===== src/rtl/count_sequencer.sv =====
// rtl/count_sequencer.sv - run/pause/clear sequencer for an 8-bit T-flip-flop counter
// Divides clk into count ticks and emits one-cycle enable/clear pulses while shadowing the count.
module count_sequencer #(
    parameter int DIV_W = 26,
    parameter int DIV0  = 50000000,
    parameter int DIV1  = 25000000,
    parameter int DIV2  = 5000000,
    parameter int DIV3  = 1
) (
    input  logic       clk,
    input  logic       rset,
    input  logic       start,
    input  logic       stop,
    input  logic       clear,
    input  logic       mode,
    input  logic [1:0] rate_sel,
    input  logic [7:0] limit,
    output logic       cnt_en,
    output logic       cnt_clr_n,
    output logic [7:0] count,
    output logic [1:0] state,
    output logic       done
);

    localparam logic [1:0] ST_IDLE  = 2'b00;
    localparam logic [1:0] ST_RUN   = 2'b01;
    localparam logic [1:0] ST_PAUSE = 2'b10;
    localparam logic [1:0] ST_DONE  = 2'b11;

    // Reload values are one less than the period: the div==0 edge is the tick itself.
    localparam logic [DIV_W-1:0] RELOAD0 = DIV_W'(DIV0 - 1);
    localparam logic [DIV_W-1:0] RELOAD1 = DIV_W'(DIV1 - 1);
    localparam logic [DIV_W-1:0] RELOAD2 = DIV_W'(DIV2 - 1);
    localparam logic [DIV_W-1:0] RELOAD3 = DIV_W'(DIV3 - 1);

    logic [1:0]       state_q, state_d;
    logic [7:0]       count_q, count_d;
    logic [DIV_W-1:0] div_q, div_d;
    logic             en_q, en_d;
    logic             clr_n_q, clr_n_d;
    logic             done_q, done_d;
    logic [DIV_W-1:0] reload;

    always_comb begin
        reload = RELOAD0;
        case (rate_sel)
            2'd0:    reload = RELOAD0;
            2'd1:    reload = RELOAD1;
            2'd2:    reload = RELOAD2;
            default: reload = RELOAD3;
        endcase
    end

    always_comb begin
        state_d = state_q;
        count_d = count_q;
        div_d   = div_q;
        en_d    = 1'b0;
        clr_n_d = 1'b1;
        if (clear) begin
            state_d = ST_IDLE;
            count_d = 8'd0;
            div_d   = '0;
            clr_n_d = 1'b0;
        end else if (stop) begin
            if (state_q == ST_RUN) begin
                state_d = ST_PAUSE;
            end
        end else if (start && (state_q != ST_RUN)) begin
            state_d = ST_RUN;
            case (state_q)
                ST_IDLE: div_d = reload;
                ST_DONE: begin
                    div_d   = reload;
                    count_d = 8'd0;
                    clr_n_d = 1'b0;
                end
                default: div_d = div_q;
            endcase
        end else if (state_q == ST_RUN) begin
            if (div_q != '0) begin
                div_d = div_q - 1'b1;
            end else begin
                div_d = reload;
                // limit is compared live so lowering it below count terminates on this tick
                if (count_q < limit) begin
                    en_d    = 1'b1;
                    count_d = count_q + 8'd1;
                end else if (!mode) begin
                    clr_n_d = 1'b0;
                    count_d = 8'd0;
                end else begin
                    state_d = ST_DONE;
                end
            end
        end
        done_d = (state_d == ST_DONE);
    end

    always_ff @(posedge clk) begin
        if (!rset) begin
            state_q <= ST_IDLE;
            count_q <= 8'd0;
            div_q   <= '0;
            en_q    <= 1'b0;
            clr_n_q <= 1'b1;
            done_q  <= 1'b0;
        end else begin
            state_q <= state_d;
            count_q <= count_d;
            div_q   <= div_d;
            en_q    <= en_d;
            clr_n_q <= clr_n_d;
            done_q  <= done_d;
        end
    end

    assign cnt_en    = en_q;
    assign cnt_clr_n = clr_n_q;
    assign count     = count_q;
    assign state     = state_q;
    assign done      = done_q;

endmodule


===== config.mk =====
export PLATFORM = sky130hd
export DESIGN_NAME = count_sequencer
export DESIGN_NICKNAME = d
export VERILOG_FILES = /design/src/rtl/count_sequencer.sv
export SDC_FILE = /design/constraint.sdc
export NUM_CORES = 1
export LEC_CHECK = 0
export ABC_AREA = 1
export CORE_ASPECT_RATIO = 0.6
export CORE_UTILIZATION = 27
export CTS_BUF_LIST = sky130_fd_sc_hd__clkbuf_8
export CTS_CLUSTER_SIZE = 24
export DETAILED_ROUTE_END_ITERATION = 8
export PLACE_DENSITY = 0.42
export SLEW_MARGIN = 0
export SYNTH_ARGS = -nofsm -noshare
export SYNTH_HDL_FRONTEND = slang
export SYNTH_SLANG_ARGS = --single-unit

===== constraint.sdc =====
create_clock -name clk -period 2.57 [get_ports clk]
set_clock_uncertainty 0.2 [all_clocks]
set_input_delay 0.6425 -clock clk [delete_from_list [all_inputs] [get_ports clk]]
set_output_delay 0.6425 -clock clk [all_outputs]
set_load 0.02 [all_outputs]

==> metrics.json, run 1 <==
{
  "logic_synthesis": {
    "synth_edf_count": 0,
    "synth-seq-cells": 39,
    "synth_seq_area_share_pct": 28.2,
    "synth_area_leaders": "dfxtp_1, nand2_1, ha_1",
    "syn-cell-area_um2": 2770,
    "synth_area_leader_cell": "dfxtp_1",
    "synth_common_cells": "nand2_1, inv_1, nor2_1",
    "synth_top_cell_area_share_pct": 28.2,
    "yosys.cell_types.count": 35,
    "dominantRegCellSynth": "dfxtp_1",
    "syn_avg_cell_area_um2": 6.50,
    "share_of_flip_flops_with_an_asynchronous_set_or_reset_after_synthesis_pct": 0,
    "synth_warnings": 0,
    "synthesis.instances": 426,
    "dominant_cell_by_count_in_the_synthesized_netlist": "nand2_1",
    "postSynthNetCount": 459
  },
  "die": {
    "effective_utilization_at_floorplan_pct": 27.9,
    "core_um2": 9910,
    "die_area_um2": 10700,
    "chipWidth_um": 133,
    "die_h_um": 80.5,
    "ioPinCount": 29,
    "placement_rows": 28
  },
  "global_route": {
    "grt_usage_pct": 16.5,
    "globalRoute.totalOverflow": 0,
    "grt_antenna_before_repair": 0,
    "pin_count_of_the_biggest_net_entering_global_routing": 16,
    "first_pass_grt_wire_length_mm": 13.3,
    "via_count_of_the_first_global_routing_pass": 2455
  },
  "cts": {
    "cts_max_path_buffers": 2,
    "cts.clk_slew.worst_paths_ns": 0.08,
    "cts_made_buffers": 5,
    "htree_levels": 2,
    "cts.sink_count": 39,
    "cts_root_buffer": "clkbuf_8",
    "insertion_delay_ns": 0.30,
    "cts_tree": "yes",
    "post-cts-setup-buffer-count": 0
  },
  "worst_setup_path": {
    "critical_path.startpoint_type": "input port",
    "crit_fanout": 6,
    "worst_r2r_path_depth": 12,
    "worst_ep_required_time_ns": 2.61,
    "path_class": "in -> reg",
    "critPathArrivalTime_ns": 2.42,
    "timing.critical_path.to_type": "register"
  },
  "drt": {
    "detail_route.vias_per_cell": 4.53,
    "ant_nets": 0,
    "initialDrtViolationCount": 179,
    "dr_pass1_iterations": 4,
    "routed_wl_mm": 8.09,
    "drcViolationCount": 0,
    "route.vias.total": 2759,
    "post_drt_wl_per_cell_um": 13.3
  },
  "hold_path": {
    "timing.hold.worst.class": "reg -> reg",
    "worstHoldPathCells": 2
  },
  "power": {
    "power_mw": 1.75,
    "ir_worst_vdd_v": 0.000182,
    "leakagePower_nw": 1.48,
    "power.density_cell_area_nw_per_um2": 508
  },
  "cells_and_area": {
    "antenna-diode-count": 0,
    "area_overhead_of_the_layout_relative_to_synthesis_pct": 23.9,
    "final_net_count": 506,
    "layout-drive-gt1-share_pct": 13.7,
    "multi_input_area_um2": 1750,
    "layout.core_utilization_pct": 34.6,
    "ff_latch_area_um2": 781,
    "filler_cell_count": 1091
  },
  "outcome": {
    "run_status": "completed"
  },
  "timing": {
    "final-setup-viol-count": 0,
    "report.final.slew_viol_count": 0,
    "tightestPinTransition_ns": 0.378,
    "final_min_period_over_clock_period_pct": 92.7,
    "setup_tns_final_ns": 0,
    "fin_worst_hold_slack_ns": 0.290,
    "slew_headroom_pct": 74.7,
    "hold_violations": 0,
    "period_needed_ns": 2.38,
    "achievable-frequency_mhz": 420
  },
  "placed_design": {
    "buffer_ports.inserted": 28,
    "detailed_place_hpwl_mm": 6.44,
    "globalplace.congestion": 0.867
  },
  "run": {
    "cap_viol_max_count": 0
  }
}
-- state kept, by name, indices dropped and copies added (netlist names) --
name,flops
done,1
state,2
div_q,26
cnt_clr_n,1
cnt_en,1
count,8
-- critical path, stage by stage --
cell	delay (ns)
clkdlybuf4s50_1	0.46
inv_1	0.04
ha_1	0.29
a21oi_1	0.15
o21a_1	0.19
nand3_2	0.17
buf_4	0.20
nor2_1	0.09
nand3_1	0.08
a21oi_1	0.12
-- final cells by class --
cell class / instances / share of cell area [%]
Tap cell: 135 / 4.92
Multi-Input combinational cell: 326 / 51.1
Inverter: 53 / 5.79
Sequential cell: 39 / 22.7
Clock inverter: 1 / 0.109
Timing Repair Buffer: 48 / 12.5
Clock buffer: 7 / 2.81
-- worst paths after layout --
path / start / slack, ns / to
worst max-delay path: limit[5] / 0.19 / count[2]
worst max register to register: div_q[0] / 0.40 / div_q[21]
worst min-delay path: div_q[0] / 0.29 / div_q[0]
worst min register to register: div_q[0] / 0.29 / div_q[0]
-- cell usage in the layout, fill, tap and decap left out, drive strengths merged --
cell / instances
buf: 20
ha: 17
nand3b: 2
nand4: 6
xnor2: 3
inv: 52
xor2: 5
o211ai: 3
clkbuf: 7
a31oi: 4
nand3: 33
nor2: 60
o21ai: 17
nor3b: 2
o21a: 1
nand2: 120
clkinv: 2
a21oi: 44
clkdlybuf4s50: 28
or2: 3
dfxtp: 39
nor4: 1
nor3: 5
-- stage by stage --
step           setup slack (ns)  cells  instance area (µm²)
2_1_floorplan             0.383    426                 2770
5_1_grt               -0.000222    609                 3430
6_report                  0.187    609                 3430
3_3_place_gp             -0.196    601                 3320
3_5_place_dp             -0.206    601                 3320
4_1_cts                   0.114    609                 3420
-- repair_timing --
| action | CTS | global route |
|---|---|---|
| setup endpoints to repair | 0 | 8 |
| hold buffers | 0 | 0 |
| gates resized for setup | 0 | 3 |
-- power by group --
group	internal (mW)	leakage, nW	switching (mW)	total [mW]
Sequential	0.624	0.316	0.0247	0.649
Combinational	0.226	1.11	0.389	0.615
Clock	0.242	0.0557	0.240	0.482
Total	1.09	1.48	0.654	1.75
-- cell families after synthesis --
group	share of synthesized area (%)
AOI/OAI and AO/OA	13.8
buffers and inverters	9.12
DFF	28.2
and+or+nand+nor	38.7
adders and majority gates	7.68
xor gates and xnor gates	2.53
-- layer usage --
metal  part of all wire (%)  GRT usage [%]  vias to the layer above  routed length (µm)
li1                       -              -                     1464                   -
met5                      0              0                        -                   0
met1                     60           27.4                     1210                4850
met2                     32           19.2                       81                2620
met3                    7.4           4.42                        4                 596
met4                   0.40           3.10                        0                  32
No activity file was read; power rests on OpenSTA's default activity.
==> inputs of run 2 (changes only) <==
--- a/config.mk
+++ b/config.mk
@@ -12,6 +12,7 @@
 export CTS_CLUSTER_SIZE = 24
 export DETAILED_ROUTE_END_ITERATION = 8
 export PLACE_DENSITY = 0.42
+export SKIP_CTS_REPAIR_TIMING = 1
 export SLEW_MARGIN = 0
 export SYNTH_ARGS = -nofsm -noshare
 export SYNTH_HDL_FRONTEND = slang
==> constraint.sdc (replaced) <==
create_clock -name clk -period 2.57 [get_ports clk]
set_clock_uncertainty 0.2 [all_clocks]
set_input_delay 0.6425 -clock clk [delete_from_list [all_inputs] [get_ports clk]]
set_output_delay 0.6425 -clock clk [all_outputs]
set_load 0.05 [all_outputs]
==> metrics.json, run 2 (synthesized netlist as in run 1, its figures left out) <==
{
  "power": {
    "p_int": {"value": 1.09, "unit": "mW", "change": "about the same"},
    "switching_power_of_the_nets": {"value": 0.657, "unit": "mW", "change": "+0.49%"},
    "power": {"value": 1.75, "unit": "mW", "change": "+0.23%"},
    "power.density_cell_area": {"value": 504, "unit": "nW/µm²", "change": "-0.85%"},
    "ir_worst_vdd": {"value": 0.000175, "unit": "V", "change": "-3.7%"},
    "clock_power_share": {"value": 27.3, "unit": "%", "change": "-0.3 points"},
    "combPwrFrac": {"value": 35.7, "unit": "%", "change": "+0.5 points"},
    "seq_power_share": {"value": 37.0, "unit": "%", "change": "-0.2 points"},
    "leakagePower": {"value": 1.50, "unit": "nW", "change": "+1.3%"},
    "sw_frac_of_total": {"value": 37.6, "unit": "%", "change": "+0.095 points"}
  },
  "cells_and_area": {
    "fin_area": {"value": 3470, "unit": "µm²", "change": "+1.1%"},
    "layout.cells.most_common": "nand2_1",
    "number_of_flip_flops_under_the_largest_register_name": {"value": 26, "change": "unchanged"},
    "layout_common_cells": "nand2_1, inv_1, nor2_1",
    "ff_latch_area": {"value": 781, "unit": "µm²", "change": "unchanged"},
    "filler_cell_count": {"value": 1065, "change": "-2.4%"},
    "antenna-diode-count": {"value": 0, "change": "unchanged"},
    "area_overhead_of_the_layout_relative_to_synthesis_pct": 25.3,
    "top_register": "div_q",
    "final_net_count": {"value": 510, "change": "+0.79%"},
    "layout-drive-gt1-share": {"value": 14.6, "unit": "%", "change": "+0.93 points"},
    "multi_input_area": {"value": 1770, "unit": "µm²", "change": "+0.86%"}
  },
  "timing": {
    "achievable-frequency": {"value": 406, "unit": "MHz", "change": "-3.3%"},
    "report.final.slew_viol_count": {"value": 0, "change": "unchanged"},
    "slew_headroom": {"value": 65.9, "unit": "%", "change": "-8.8 points"},
    "tightestPinTransition": {"value": 0.510, "unit": "ns", "change": "+0.133 ns"},
    "hold_violations": {"value": 0, "change": "unchanged"},
    "final-setup-viol-count": {"value": 0, "change": "unchanged"},
    "rsz0062_at_grt": "true",
    "final_min_period_over_clock_period": {"value": 95.9, "unit": "%", "change": "+3.2 points"},
    "period_needed": {"value": 2.46, "unit": "ns", "change": "+0.0812 ns"}
  },
  "drt": {
    "routed_wl": {"value": 8.28, "unit": "mm", "change": "+2.3%"},
    "initialDrtViolationCount": {"value": 160, "change": "-11%"},
    "ant_nets": {"value": 0, "change": "unchanged"},
    "post_drt_wl_per_cell": {"value": 13.5, "unit": "µm", "change": "+1.6%"},
    "drcViolationCount": {"value": 0, "change": "unchanged"},
    "route.vias.total": {"value": 2775, "change": "+0.58%"},
    "dr_pass1_iterations": {"value": 4, "change": "unchanged"},
    "detail_route.vias_per_cell": {"value": 4.53, "change": "about the same"}
  },
  "global_route": {
    "grt_usage": {"value": 16.6, "unit": "%", "change": "+0.15 points"},
    "global_route.usage.met1": {"value": 27.0, "unit": "%", "change": "-0.38 points"},
    "grt_antenna_before_repair": {"value": 0, "change": "unchanged"},
    "via_count_of_the_first_global_routing_pass": {"value": 2553, "change": "+4.0%"},
    "grt_use_met2": {"value": 20.1, "unit": "%", "change": "+0.84 points"},
    "globalRoute.totalOverflow": {"value": 0, "change": "unchanged"},
    "grt-busiest-layer": "met1",
    "gr-usage-met3": {"value": 4.36, "unit": "%", "change": "-0.063 points"},
    "first_pass_grt_wire_length": {"value": 13.4, "unit": "mm", "change": "+0.89%"},
    "pin_count_of_the_biggest_net_entering_global_routing": {"value": 16, "change": "unchanged"}
  },
  "cts": {
    "cts_tree": "yes",
    "cts.clk_slew.worst_paths": {"value": 0.08, "unit": "ns", "change": "about the same"},
    "cts_made_buffers": {"value": 5, "change": "unchanged"},
    "cts_max_path_buffers": {"value": 2, "change": "unchanged"},
    "cts.sink_count": {"value": 39, "change": "unchanged"},
    "insertion_delay": {"value": 0.31, "unit": "ns", "change": "about the same"},
    "cts_root_buffer": "clkbuf_8",
    "htree_levels": {"value": 2, "change": "unchanged"}
  },
  "worst_setup_path": {
    "critPathArrivalTime": {"value": 1.62, "unit": "ns", "change": "-0.80 ns"},
    "timing.critical_path.to_type": "output pin",
    "cell_with_the_biggest_individual_delay_on_the_critical_path": "clkdlybuf4s50_1",
    "path_class": "reg -> out",
    "timing.critical_path.buf_inv": {"value": 1, "change": "-2"},
    "cpPeakStageDelay": {"value": 0.85, "unit": "ns", "change": "+0.39 ns"},
    "crit_fanout": {"value": 7, "change": "+1"},
    "crit_path_cell_trace": "clkdlybuf4s50_1",
    "critical_path.startpoint_type": "register",
    "path_delay_family": "buffers and inverters",
    "worst_ep_required_time": {"value": 1.73, "unit": "ns", "change": "-0.88 ns"}
  },
  "outcome": {
    "run_status": "completed"
  },
  "die": {
    "die_area": {"value": 10700, "unit": "µm²", "change": "unchanged"},
    "effective_utilization_at_floorplan": {"value": 27.9, "unit": "%", "change": "unchanged"},
    "core": {"value": 9910, "unit": "µm²", "change": "unchanged"},
    "placement_rows": {"value": 28, "change": "unchanged"},
    "die_h": {"value": 80.5, "unit": "µm", "change": "unchanged"},
    "ioPinCount": {"value": 29, "change": "unchanged"},
    "chipWidth": {"value": 133, "unit": "µm", "change": "unchanged"}
  },
  "placed_design": {
    "dpl_cell_area": {"value": 3340, "unit": "µm²", "change": "+0.68%"},
    "globalplace.congestion": {"value": 0.860, "change": "-0.90%"},
    "buffer_ports.inserted": {"value": 28, "change": "unchanged"},
    "detailed_place_hpwl": {"value": 6.53, "unit": "mm", "change": "+1.3%"}
  },
  "hold_path": {
    "timing.hold.worst.class": "reg -> reg"
  },
  "run": {
    "cap_viol_max_count": {"value": 0, "change": "unchanged"}
  }
}
[run 2: cell count changes in the layout (fill, tap and decap cells not counted), sizes merged]
| cell | delta |
|---|---|
| buf | +3 |
| nand3 | +1 |
[run 2: worst paths after layout]
path / startpoint / end / slack, ns / depth (start not counted)
worst min-delay path: div_q[0] / div_q[0] / 0.29 / 2
worst min register to register: div_q[0] / div_q[0] / 0.29 / 2
worst max-delay path: count[5] / count[5] / 0.11 / 1
worst max register to register: state[1] / div_q[22] / 0.42 / 10
[run 2: layout make-up]
| class | instances | share of cell area, % |
|---|---|---|
| clock buffer | 7 | 2.78 |
| clock inverter | 1 | 0.108 |
| inverter | 53 | 5.73 |
| multi-input combinational | 327 | 51.0 |
| sequential | 39 | 22.5 |
| tap | 135 | 4.87 |
| timing repair buffer | 51 | 13.0 |
[run 2: power by group through the flow]
stage | Clock (mW) | Combinational (mW) | Sequential (mW)
final | 0.478 | 0.624 | 0.648
after global routing | 0.531 | 0.709 | 0.652
after CTS | 0.501 | 0.619 | 0.648
after detailed placement | 0 | 0.615 | 0.662
after global placement | 0 | 0.619 | 0.662
after floorplan | 0 | 0.435 | 0.664
[run 2: tightest hold or removal path, stage by stage, from the launching register on]
cell	delay [ns]
dfxtp_1	0.33
nand2_1	0.06
a21oi_1	0.06
[run 2: routing by layer]
layer	part of all wire, %	vias to the layer above
met3	6.7	8
met4	0.97	0
met1	60	1240
met5	0	-
li1	-	1475
met2	32	52
[run 2: stage by stage]
stage / cells / util (%) / setup TNS, ns / setup slack, ns / hold WS (ns)
6_report: 613 / 35.0 / 0 / 0.106 / 0.288
5_1_grt: 613 / 35.0 / -0.0192 / -0.0145 / 0.332
4_1_cts: 612 / 34.7 / 0 / 0.0417 / 0.290
3_5_place_dp: 604 / 33.7 / -2.25 / -0.270 / 0.275
3_3_place_gp: 604 / 33.7 / -1.91 / -0.244 / 0.268
2_1_floorplan: 426 / - / 0 / 0.293 / 0.258
==> inputs of run 3 (changes only) <==
--- a/config.mk
+++ b/config.mk
@@ -6,6 +6,7 @@
 export NUM_CORES = 1
 export LEC_CHECK = 0
 export ABC_AREA = 1
+export CAP_MARGIN = 20
 export CORE_ASPECT_RATIO = 0.6
 export CORE_UTILIZATION = 27
 export CTS_BUF_LIST = sky130_fd_sc_hd__clkbuf_8
==> results of run 3 <==
The final DEF is identical to that of run 2; final timing and power are the same.
